===== src/rtl/keypad_scanner.sv =====
// 4x4 matrix keypad scanner: one active-low column strobe at a time,
// ghost rejection per scan and whole-scan debounce of press and release.
`timescale 1ns/1ps
module keypad_scanner #(
    parameter int SCAN_DIV       = 100000,
    parameter int DEBOUNCE_SCANS = 4
) (
    input  logic       clk,
    input  logic       rst_n,
    input  logic [3:0] row,
    output logic [3:0] col,
    output logic [3:0] key_code,
    output logic       key_valid,
    output logic       key_down
);

    localparam int CW = $clog2(SCAN_DIV);
    localparam int DW = $clog2(DEBOUNCE_SCANS + 1);
    localparam logic [CW-1:0] DWELL_LAST = CW'(SCAN_DIV - 1);
    localparam logic [DW-1:0] DEB_LAST   = DW'(DEBOUNCE_SCANS);

    typedef enum logic [1:0] {IDLE, PRESS_CHK, HELD, RELEASE_CHK} state_t;

    function automatic logic [3:0] key_at(input logic [1:0] c,
                                          input logic [1:0] r);
        logic [3:0] k;
        case ({c, r})
            4'h0: k = 4'h1;
            4'h1: k = 4'h4;
            4'h2: k = 4'h7;
            4'h3: k = 4'h0;
            4'h4: k = 4'h2;
            4'h5: k = 4'h5;
            4'h6: k = 4'h8;
            4'h7: k = 4'hF;
            4'h8: k = 4'h3;
            4'h9: k = 4'h6;
            4'hA: k = 4'h9;
            4'hB: k = 4'hE;
            4'hC: k = 4'hA;
            4'hD: k = 4'hB;
            4'hE: k = 4'hC;
            default: k = 4'hD;
        endcase
        return k;
    endfunction

    logic [CW-1:0] dwell;
    logic [1:0]    col_idx;
    logic [1:0]    acc_cnt;
    logic [3:0]    acc_code;
    state_t        state;
    logic [3:0]    stored;
    logic [DW-1:0] deb_cnt;

    logic          sample;
    logic          scan_end;
    logic [2:0]    row_pop;
    logic [3:0]    tot;
    logic [1:0]    cnt_nxt;
    logic [1:0]    first_row;
    logic [3:0]    samp_code;
    logic [3:0]    res_code;
    logic          res_key;
    logic          match;
    logic [DW-1:0] deb_nxt;

    assign col = ~(4'b0001 << col_idx);

    always_comb begin
        sample   = (dwell == DWELL_LAST);
        scan_end = sample && (col_idx == 2'd3);
        row_pop  = {2'b00, ~row[0]} + {2'b00, ~row[1]}
                 + {2'b00, ~row[2]} + {2'b00, ~row[3]};
        if (!row[0])      first_row = 2'd0;
        else if (!row[1]) first_row = 2'd1;
        else if (!row[2]) first_row = 2'd2;
        else              first_row = 2'd3;
        samp_code = key_at(col_idx, first_row);
        // Count saturates at 2: anything past one key is a ghost scan.
        tot      = {2'b00, acc_cnt} + {1'b0, row_pop};
        cnt_nxt  = (tot >= 4'd2) ? 2'd2 : tot[1:0];
        res_code = (acc_cnt != 2'd0) ? acc_code : samp_code;
        res_key  = (cnt_nxt == 2'd1);
        match    = res_key && (res_code == stored);
        deb_nxt  = deb_cnt + DW'(1);
    end

    always_ff @(posedge clk) begin
        if (!rst_n) begin
            dwell    <= '0;
            col_idx  <= 2'd0;
            acc_cnt  <= 2'd0;
            acc_code <= 4'h0;
        end else if (sample) begin
            dwell   <= '0;
            col_idx <= col_idx + 2'd1;
            if (scan_end) begin
                acc_cnt  <= 2'd0;
                acc_code <= 4'h0;
            end else begin
                acc_cnt <= cnt_nxt;
                if (acc_cnt == 2'd0 && row_pop != 3'd0)
                    acc_code <= samp_code;
            end
        end else begin
            dwell <= dwell + CW'(1);
        end
    end

    always_ff @(posedge clk) begin
        if (!rst_n) begin
            state     <= IDLE;
            stored    <= 4'h0;
            deb_cnt   <= '0;
            key_code  <= 4'h0;
            key_valid <= 1'b0;
            key_down  <= 1'b0;
        end else begin
            key_valid <= 1'b0;
            if (scan_end) begin
                unique case (state)
                    IDLE: if (res_key) begin
                        stored  <= res_code;
                        deb_cnt <= DW'(1);
                        if (DEBOUNCE_SCANS == 1) begin
                            state     <= HELD;
                            key_code  <= res_code;
                            key_valid <= 1'b1;
                            key_down  <= 1'b1;
                        end else begin
                            state <= PRESS_CHK;
                        end
                    end
                    PRESS_CHK: if (match) begin
                        deb_cnt <= deb_nxt;
                        if (deb_nxt == DEB_LAST) begin
                            state     <= HELD;
                            key_code  <= stored;
                            key_valid <= 1'b1;
                            key_down  <= 1'b1;
                        end
                    end else begin
                        state <= IDLE;
                    end
                    HELD: if (!match) begin
                        deb_cnt <= DW'(1);
                        if (DEBOUNCE_SCANS == 1) begin
                            state    <= IDLE;
                            key_down <= 1'b0;
                        end else begin
                            state <= RELEASE_CHK;
                        end
                    end
                    RELEASE_CHK: if (match) begin
                        state <= HELD;
                    end else begin
                        deb_cnt <= deb_nxt;
                        if (deb_nxt == DEB_LAST) begin
                            state    <= IDLE;
                            key_down <= 1'b0;
                        end
                    end
                    default: state <= IDLE;
                endcase
            end
        end
    end

endmodule

===== config.mk =====
export PLATFORM = sky130hd
export DESIGN_NAME = keypad_scanner
export DESIGN_NICKNAME = d
export VERILOG_FILES = /design/src/rtl/keypad_scanner.sv
export SDC_FILE = /design/constraint.sdc
export NUM_CORES = 1
export LEC_CHECK = 0
export ABC_CLOCK_PERIOD_IN_PS = 4300
export BUFFER_PORTS_ARGS = -buffer_cell sky130_fd_sc_hd__buf_2
export CORE_MARGIN = 3
export CORE_UTILIZATION = 31
export CTS_CLUSTER_DIAMETER = 80
export DETAILED_ROUTE_END_ITERATION = 8
export GPL_TIMING_DRIVEN = 1
export PLACE_DENSITY = 0.48
export SYNTH_ARGS = -nofsm -noshare
export SYNTH_HDL_FRONTEND = slang
export SYNTH_SLANG_ARGS = --single-unit

===== constraint.sdc =====
create_clock -name clk -period 4.3 [get_ports clk]
set_clock_uncertainty 0.1 [all_clocks]
set_input_delay 0.215 -clock clk [delete_from_list [all_inputs] [get_ports clk]]
set_output_delay 0.215 -clock clk [all_outputs]
set_load 0.05 [all_outputs]

======== Word-level counts from Yosys, hierarchy flattened ========
Memories as Yosys holds them, arrays and structs flattened.
Index checks and enable logic that the tools add are counted.
storage, ports and cells
  memory bits (read-only) ................. 64
  memories kept ........................... 1
  input bits .............................. 6
  bits in registers ....................... 40
memories
  memory           words  bits a word  rd ports  clocked after Yosys merged registers in  write ports  line  source
  (no name shown)  16     4            1         0                                        0            27    case ({c, r})
cells by class
  equal/unequal tests ..................... 16
  order comparisons ....................... 1
  bitwise operators ....................... 6
  mux-type cells .......................... 26
  reductions and logical operators ........ 17
  shift-type cells ........................ 1
  add/subtract/negate cells ............... 7
operators by type and width
  cell                                                                                 count
  2-bit two-way mux                                                                    10
  17-bit by 1-bit adder with 17-bit output, second input constant                      1
  17-bit == test, second input constant                                                1
  3-bit two-way mux                                                                    4
  4-bit two-way mux                                                                    3
  2-bit inequality test, second input constant                                         6
  3-bit one-hot mux with 4 select lines                                                1
  5-bit AND reduction                                                                  2
  2-bit one-hot mux with 4 select lines                                                1
  4-bit AND reduction                                                                  2
  2-bit == test, second input constant                                                 3
  1-bit two-way mux                                                                    6
  3-bit inequality test, second input constant                                         2
  6-bit AND reduction                                                                  1
  2-bit nonzero test                                                                   3
  1-bit inverter                                                                       5
  2-bit by 3-bit adder with 4-bit output                                               1
  2-bit by 1-bit == test with 1-bit output, second input constant                      2
  4-bit == test                                                                        1
  4-bit by 2-bit greater-or-equal comparator with 1-bit output, second input constant  1
  2-bit logical NOT                                                                    2
  4-bit inverter                                                                       1
  1-bit by 2-bit left shift with 4-bit output, first input constant                    1
  2-bit by 1-bit adder with 3-bit output                                               1
  11 further kinds                                                                     13

======== Logic depth before layout (Yosys ltp) ========
  depth after elaboration ................. 11
  depth in mapped cells ................... 12

======== Worst setup path after synthesis ========
OpenSTA, ideal clock, no wires.
  path kind ............................... input -> register
  from .................................... in row[0]
  to ...................................... reg deb_cnt[2]
  data arrival time ....................... 3.011 ns
  cell stages on the path ................. 11
  setup slack ............................. 1.062 ns
  path through ............................ inv_1 > fa_1 > ha_1 > ha_1 > fa_1 > a31o_2 > and3_2 > and4_1 > and4_1 > o2111ai_1 > or3b_1
on the way
  word-level cells in the longest chain between the ends .. 11
  elaborated cells on any way between the ends .. 18
  those cells by class .................... 4 x add/sub; 1 x order compare; 6 x eq/ne; 3 x mux; 1 x bitwise; 2 x reduce/logical; 1 x memory
RTL lines
  element                                                       line  source
  start: declaration                                            10    input logic [3:0] row,
  1-bit inverter                                                73    row_pop = {2'b00, ~row[0]} + {2'b00, ~row[1]}
  1-bit by 1-bit adder with 2-bit output                        73
  2-bit by 1-bit adder with 3-bit output                        74    + {2'b00, ~row[2]} + {2'b00, ~row[3]};
  3-bit by 1-bit adder with 3-bit output                        74
  2-bit by 3-bit adder with 4-bit output                        81    tot = {2'b00, acc_cnt} + {1'b0, row_pop};
  4-bit by 2-bit greater-or-equal comparator with 1-bit output  82    cnt_nxt = (tot >= 4'd2) ? 2'd2 : tot[1:0];
  2-bit two-way mux                                             82
  2-bit by 1-bit == test with 1-bit output                      84    res_key = (cnt_nxt == 2'd1);
  1-bit logical AND                                             85    match = res_key && (res_code == stored);
  2-bit inequality test (no line)                               -
  5-bit AND reduction (no line) (*)                             -
  end signal: assignment                                        136   deb_cnt <= deb_nxt;
  end signal: assignment                                        158   deb_cnt <= deb_nxt;
  end: declaration                                              54    logic [DW-1:0] deb_cnt;
Mark *: on every way between the ends. The rest lies on a longest branch, timed or not.
A chain may end at the register's enable or synchronous reset.

======== Worst setup path in the final report ========
  from .................................... in row[0]
  to ...................................... reg key_code[1]
on the way
  word-level cells in the longest chain between the ends .. 10
  elaborated cells on any way between the ends .. 14
  those cells by class .................... 4 x add/sub; 1 x order compare; 2 x eq/ne; 3 x mux; 1 x bitwise; 2 x reduce/logical; 1 x memory
RTL lines
  element                                                       line  source
  1-bit inverter                                                73
  1-bit by 1-bit adder with 2-bit output                        73
  2-bit by 1-bit adder with 3-bit output                        74
  3-bit by 1-bit adder with 3-bit output                        74
  2-bit by 3-bit adder with 4-bit output                        81
  4-bit by 2-bit greater-or-equal comparator with 1-bit output  82
  2-bit two-way mux                                             82
  2-bit by 1-bit == test with 1-bit output                      84
  1-bit logical AND (*)                                         85
  4-bit AND reduction (no line) (*)                             -
  end signal: assignment                                        128   key_code <= res_code;
  end signal: assignment                                        139   key_code <= stored;
  end: declaration                                              12    output logic [3:0] key_code,
Marked as above.

==> qor.json <==
{
  "result_of_the_run": {"value": "complete, no violations"},
  "max-clock-path-buffers": {"value": 2},
  "mapped_cells": {"value": 288},
  "synth_area": {"value": 2462, "unit": "sq um"},
  "regToRegSetupSlack": {"value": 1.46, "unit": "ns"},
  "startpoint_of_the_tightest_hold_check_path": {"value": "rst_n"},
  "timing_max_transition_violations_final": {"value": 0},
  "number_of_warnings_printed_during_yosys_synthesis": {"value": 0},
  "fraction_of_the_cycle_the_final_worst_path_needs": {"value": 75.82, "unit": "%"},
  "p_per_area": {"value": 286.8, "unit": "nW/um^2"},
  "timing.critical_path.slowest_stage_cell": {"value": "sky130_fd_sc_hd__fa_1"},
  "worst_setup_path_startpoint": {"value": "row[0]"},
  "worst_slew_pin_slew": {"value": 0.7383, "unit": "ns"},
  "path_clk_slew": {"value": 0.08, "unit": "ns"},
  "required": {"value": 4.36, "unit": "ns"},
  "worst_path_largest_cell_delay": {"value": 0.48, "unit": "ns"},
  "drt_pre_antenna_iters": {"value": 4},
  "design.die.area": {"value": 9049, "unit": "sq um"},
  "die_span_x": {"value": 95.13, "unit": "um"},
  "postSynthRegisterBits": {"value": 40},
  "rows": {"value": 31},
  "synth-main-ff-cell": {"value": "sky130_fd_sc_hd__dfxtp_1"},
  "setup.worst_path.class": {"value": "in -> reg"},
  "layout.cell_area.non_filler": {"value": 2709, "unit": "sq um"},
  "detailed_place_hpwl": {"value": 3929, "unit": "um"},
  "synth_area_leader_cell": {"value": "sky130_fd_sc_hd__dfxtp_1"},
  "dieHeight": {"value": 95.13, "unit": "um"},
  "finalSetupViolCount": {"value": 0},
  "worst_r2r_path_depth": {"value": 8},
  "clock_sink_count": {"value": 40},
  "timing.hold.worst.class": {"value": "in -> reg"},
  "syn-num-nets": {"value": 309},
  "drt-total-wl": {"value": 5216, "unit": "um"},
  "timing.final.hold_violations": {"value": 0},
  "static_power_due_to_leakage": {"value": 0.001031, "unit": "uW"},
  "cap_viol_max_count": {"value": 0},
  "synth.top_cell.area_share": {"value": 32.52, "unit": "%"},
  "post_drt_via_cell_ratio": {"value": 4.867},
  "cts_setup_buffers": {"value": 0},
  "pin_count_of_the_biggest_net_entering_global_routing": {"value": 23},
  "yosys.cell_types.count": {"value": 57},
  "rsz_0062_raised_after_global_routing": {"value": "false"},
  "grt_pass1_wl": {"value": 9045, "unit": "um"},
  "fin_tns_setup": {"value": 0, "unit": "ns"},
  "fmax": {"value": 0.3067, "unit": "GHz"},
  "place.gp.congestion": {"value": 0.8212},
  "critPathTopFamily": {"value": "adder cells"},
  "placed_cell_area": {"value": 2587, "unit": "sq um"},
  "cts_buffers": {"value": 5},
  "cts_root_buffer": {"value": "sky130_fd_sc_hd__clkbuf_8"},
  "timing.rr.end": {"value": "stored[3]"},
  "diodes": {"value": 0},
  "startpoint_type": {"value": "input pin"},
  "cts_tree": {"value": "done"},
  "synth-async-reset-ratio": {"value": 0, "unit": "%"},
  "final.fill_count": {"value": 814},
  "syn-mean-instance-area": {"value": 8.550, "unit": "sq um"},
  "holdBufCountCts": {"value": 0},
  "timing.critical_path.to_type": {"value": "flip-flop"},
  "period_minus_slack": {"value": 3.260, "unit": "ns"},
  "first_global_vias": {"value": 1901},
  "path_buf_inv": {"value": 2},
  "synth.top_cells.by_area": {"value": "sky130_fd_sc_hd__dfxtp_1 33%, sky130_fd_sc_hd__ha_1 6.6%, sky130_fd_sc_hd__nor2_1 6.1%, sky130_fd_sc_hd__nand2_1 4.4%, sky130_fd_sc_hd__xor2_1 4.3%"},
  "synth_enable_flop_cells": {"value": 0},
  "remaining_drc_errors": {"value": 0},
  "drive_above_1_share": {"value": 13.00, "unit": "%"},
  "track_usage": {"value": 12.62, "unit": "%"},
  "worstPathMaxFanout": {"value": 5},
  "floorplan.initialDensity": {"value": 32.89, "unit": "%"},
  "io_pins": {"value": 16},
  "postCtsResizedCells": {"value": 0},
  "grt_antenna_before_repair": {"value": 0},
  "worst_slew_margin_rel": {"value": 50.73, "unit": "%"},
  "worst_path_cell_chain": {"value": "buf_2 -> inv_1 -> fa_1 -> ha_1 -> ha_1 -> fa_1 -> nor2_1 -> a31o_2 -> and3_2 -> nand4_2 -> nor4_4 -> mux2i_1 -> nor2_1"},
  "flow.area_growth_from_synthesis": {"value": 10.01, "unit": "%"},
  "r2r-start": {"value": "dwell[0]"},
  "drt-initial-drc-count": {"value": 70},
  "final_nets": {"value": 320},
  "arrival": {"value": 3.32, "unit": "ns"},
  "yosys-top-cells-count": {"value": "40 x sky130_fd_sc_hd__dfxtp_1, 40 x sky130_fd_sc_hd__nor2_1, 29 x sky130_fd_sc_hd__nand2_1"},
  "power.ir.vdd_worst": {"value": 0.1118, "unit": "mV"},
  "htree_levels": {"value": 2},
  "grt_overflow": {"value": 0},
  "core_area": {"value": 7486, "unit": "sq um"},
  "synth_seq_area_share": {"value": 32.52, "unit": "%"},
  "place.port_buffers": {"value": 15},
  "hold_path_depth": {"value": 2},
  "insertion_delay": {"value": 0.30, "unit": "ns"},
  "wire_per_inst": {"value": 13.07, "unit": "um"},
  "whs_endpoint": {"value": "deb_cnt[0]"},
  "ant_nets": {"value": 0},
  "via_count": {"value": 1942}
}
## flip-flops by register name (all words and copies together) (netlist names), named ones only
| name | cells |
|---|---|
| key_down | 1 |
| key_valid | 1 |
| dwell | 17 |
| deb_cnt | 3 |
| state | 1 |
| acc_cnt | 2 |
| acc_code | 4 |
| col_idx | 2 |
| key_code | 4 |
| stored | 4 |
## per-stage QoR
step | hold WS, ns | power (uW) | utilization [%] | setup slack [ns] | instances
after floorplan | 0.3175 | 439.7 | - | 1.062 | 288
after global placement | 0.3465 | 456.0 | 34.56 | 0.7806 | 391
after detailed placement | 0.3501 | 455.8 | 34.56 | 0.7009 | 391
after CTS | 0.1227 | 790.3 | 36.19 | 1.032 | 399
after global routing | 0.1231 | 813.1 | 36.19 | 0.8010 | 399
final | 0.1270 | 776.8 | 36.19 | 1.040 | 399
## cell usage in the layout, fill, tap and decap left out, types with 10 or more instances in the layout
master,synthesis,layout
sky130_fd_sc_hd__buf_2,0,15
sky130_fd_sc_hd__ha_1,13,13
sky130_fd_sc_hd__inv_1,17,17
sky130_fd_sc_hd__nor2_1,40,40
sky130_fd_sc_hd__nand2_1,29,29
sky130_fd_sc_hd__nor3_1,10,10
sky130_fd_sc_hd__a21oi_1,14,14
sky130_fd_sc_hd__dfxtp_1,40,40
sky130_fd_sc_hd__xor2_1,12,12
sky130_fd_sc_hd__mux2i_1,10,10
## cells by family after synthesis
| group | after synthesis | synth area share (%) |
|---|---|---|
| adders and majority gates | 16 | 8.689 |
| buffers and inverters | 28 | 5.589 |
| muxes | 11 | 4.522 |
| AOI/OAI and AO/OA | 43 | 13.72 |
| and+or+nand+nor | 131 | 28.20 |
| DFF | 40 | 32.52 |
| xor gates and xnor gates | 19 | 6.758 |
## area by class of cell
class,count,area (sq um),area share [%]
multi-input combinational,220,1524,56.26
timing repair buffer,15,75.07,2.771
sequential,40,800.8,29.56
tap,99,123.9,4.573
inverter,17,63.81,2.356
clock inverter,2,38.79,1.432
clock buffer,6,82.58,3.048
## report_power, final
group	switching (uW)	internal [uW]	leakage [uW]
clock network	140	190	0.0000614
registers	1.74	372	0.000323
logic	45.9	26.7	0.000647
## worst max path at each step
| stage | slack (ns) | cells past startpoint | to |
|---|---|---|---|
| finish | 1.04 | 13 | key_code[1] |
| detailed placement | 0.70 | 13 | key_code[1] |
| CTS | 1.03 | 13 | key_code[1] |
| floorplan | 1.06 | 11 | deb_cnt[2] |
| global route | 0.80 | 13 | key_code[1] |
| global placement | 0.78 | 13 | key_code[2] |
## layer usage
| metal | part of all wire [%] | global-route usage (%) | routed length [um] |
|---|---|---|---|
| met1 | 55 | 18.14 | 2890 |
| met2 | 40 | 18.78 | 2108 |
| met3 | 2.7 | 2.368 | 142 |
| met4 | 1.4 | 4.327 | 75 |
| met5 | 0 | 0 | 0 |
Power figures use the tool's default switching activity.
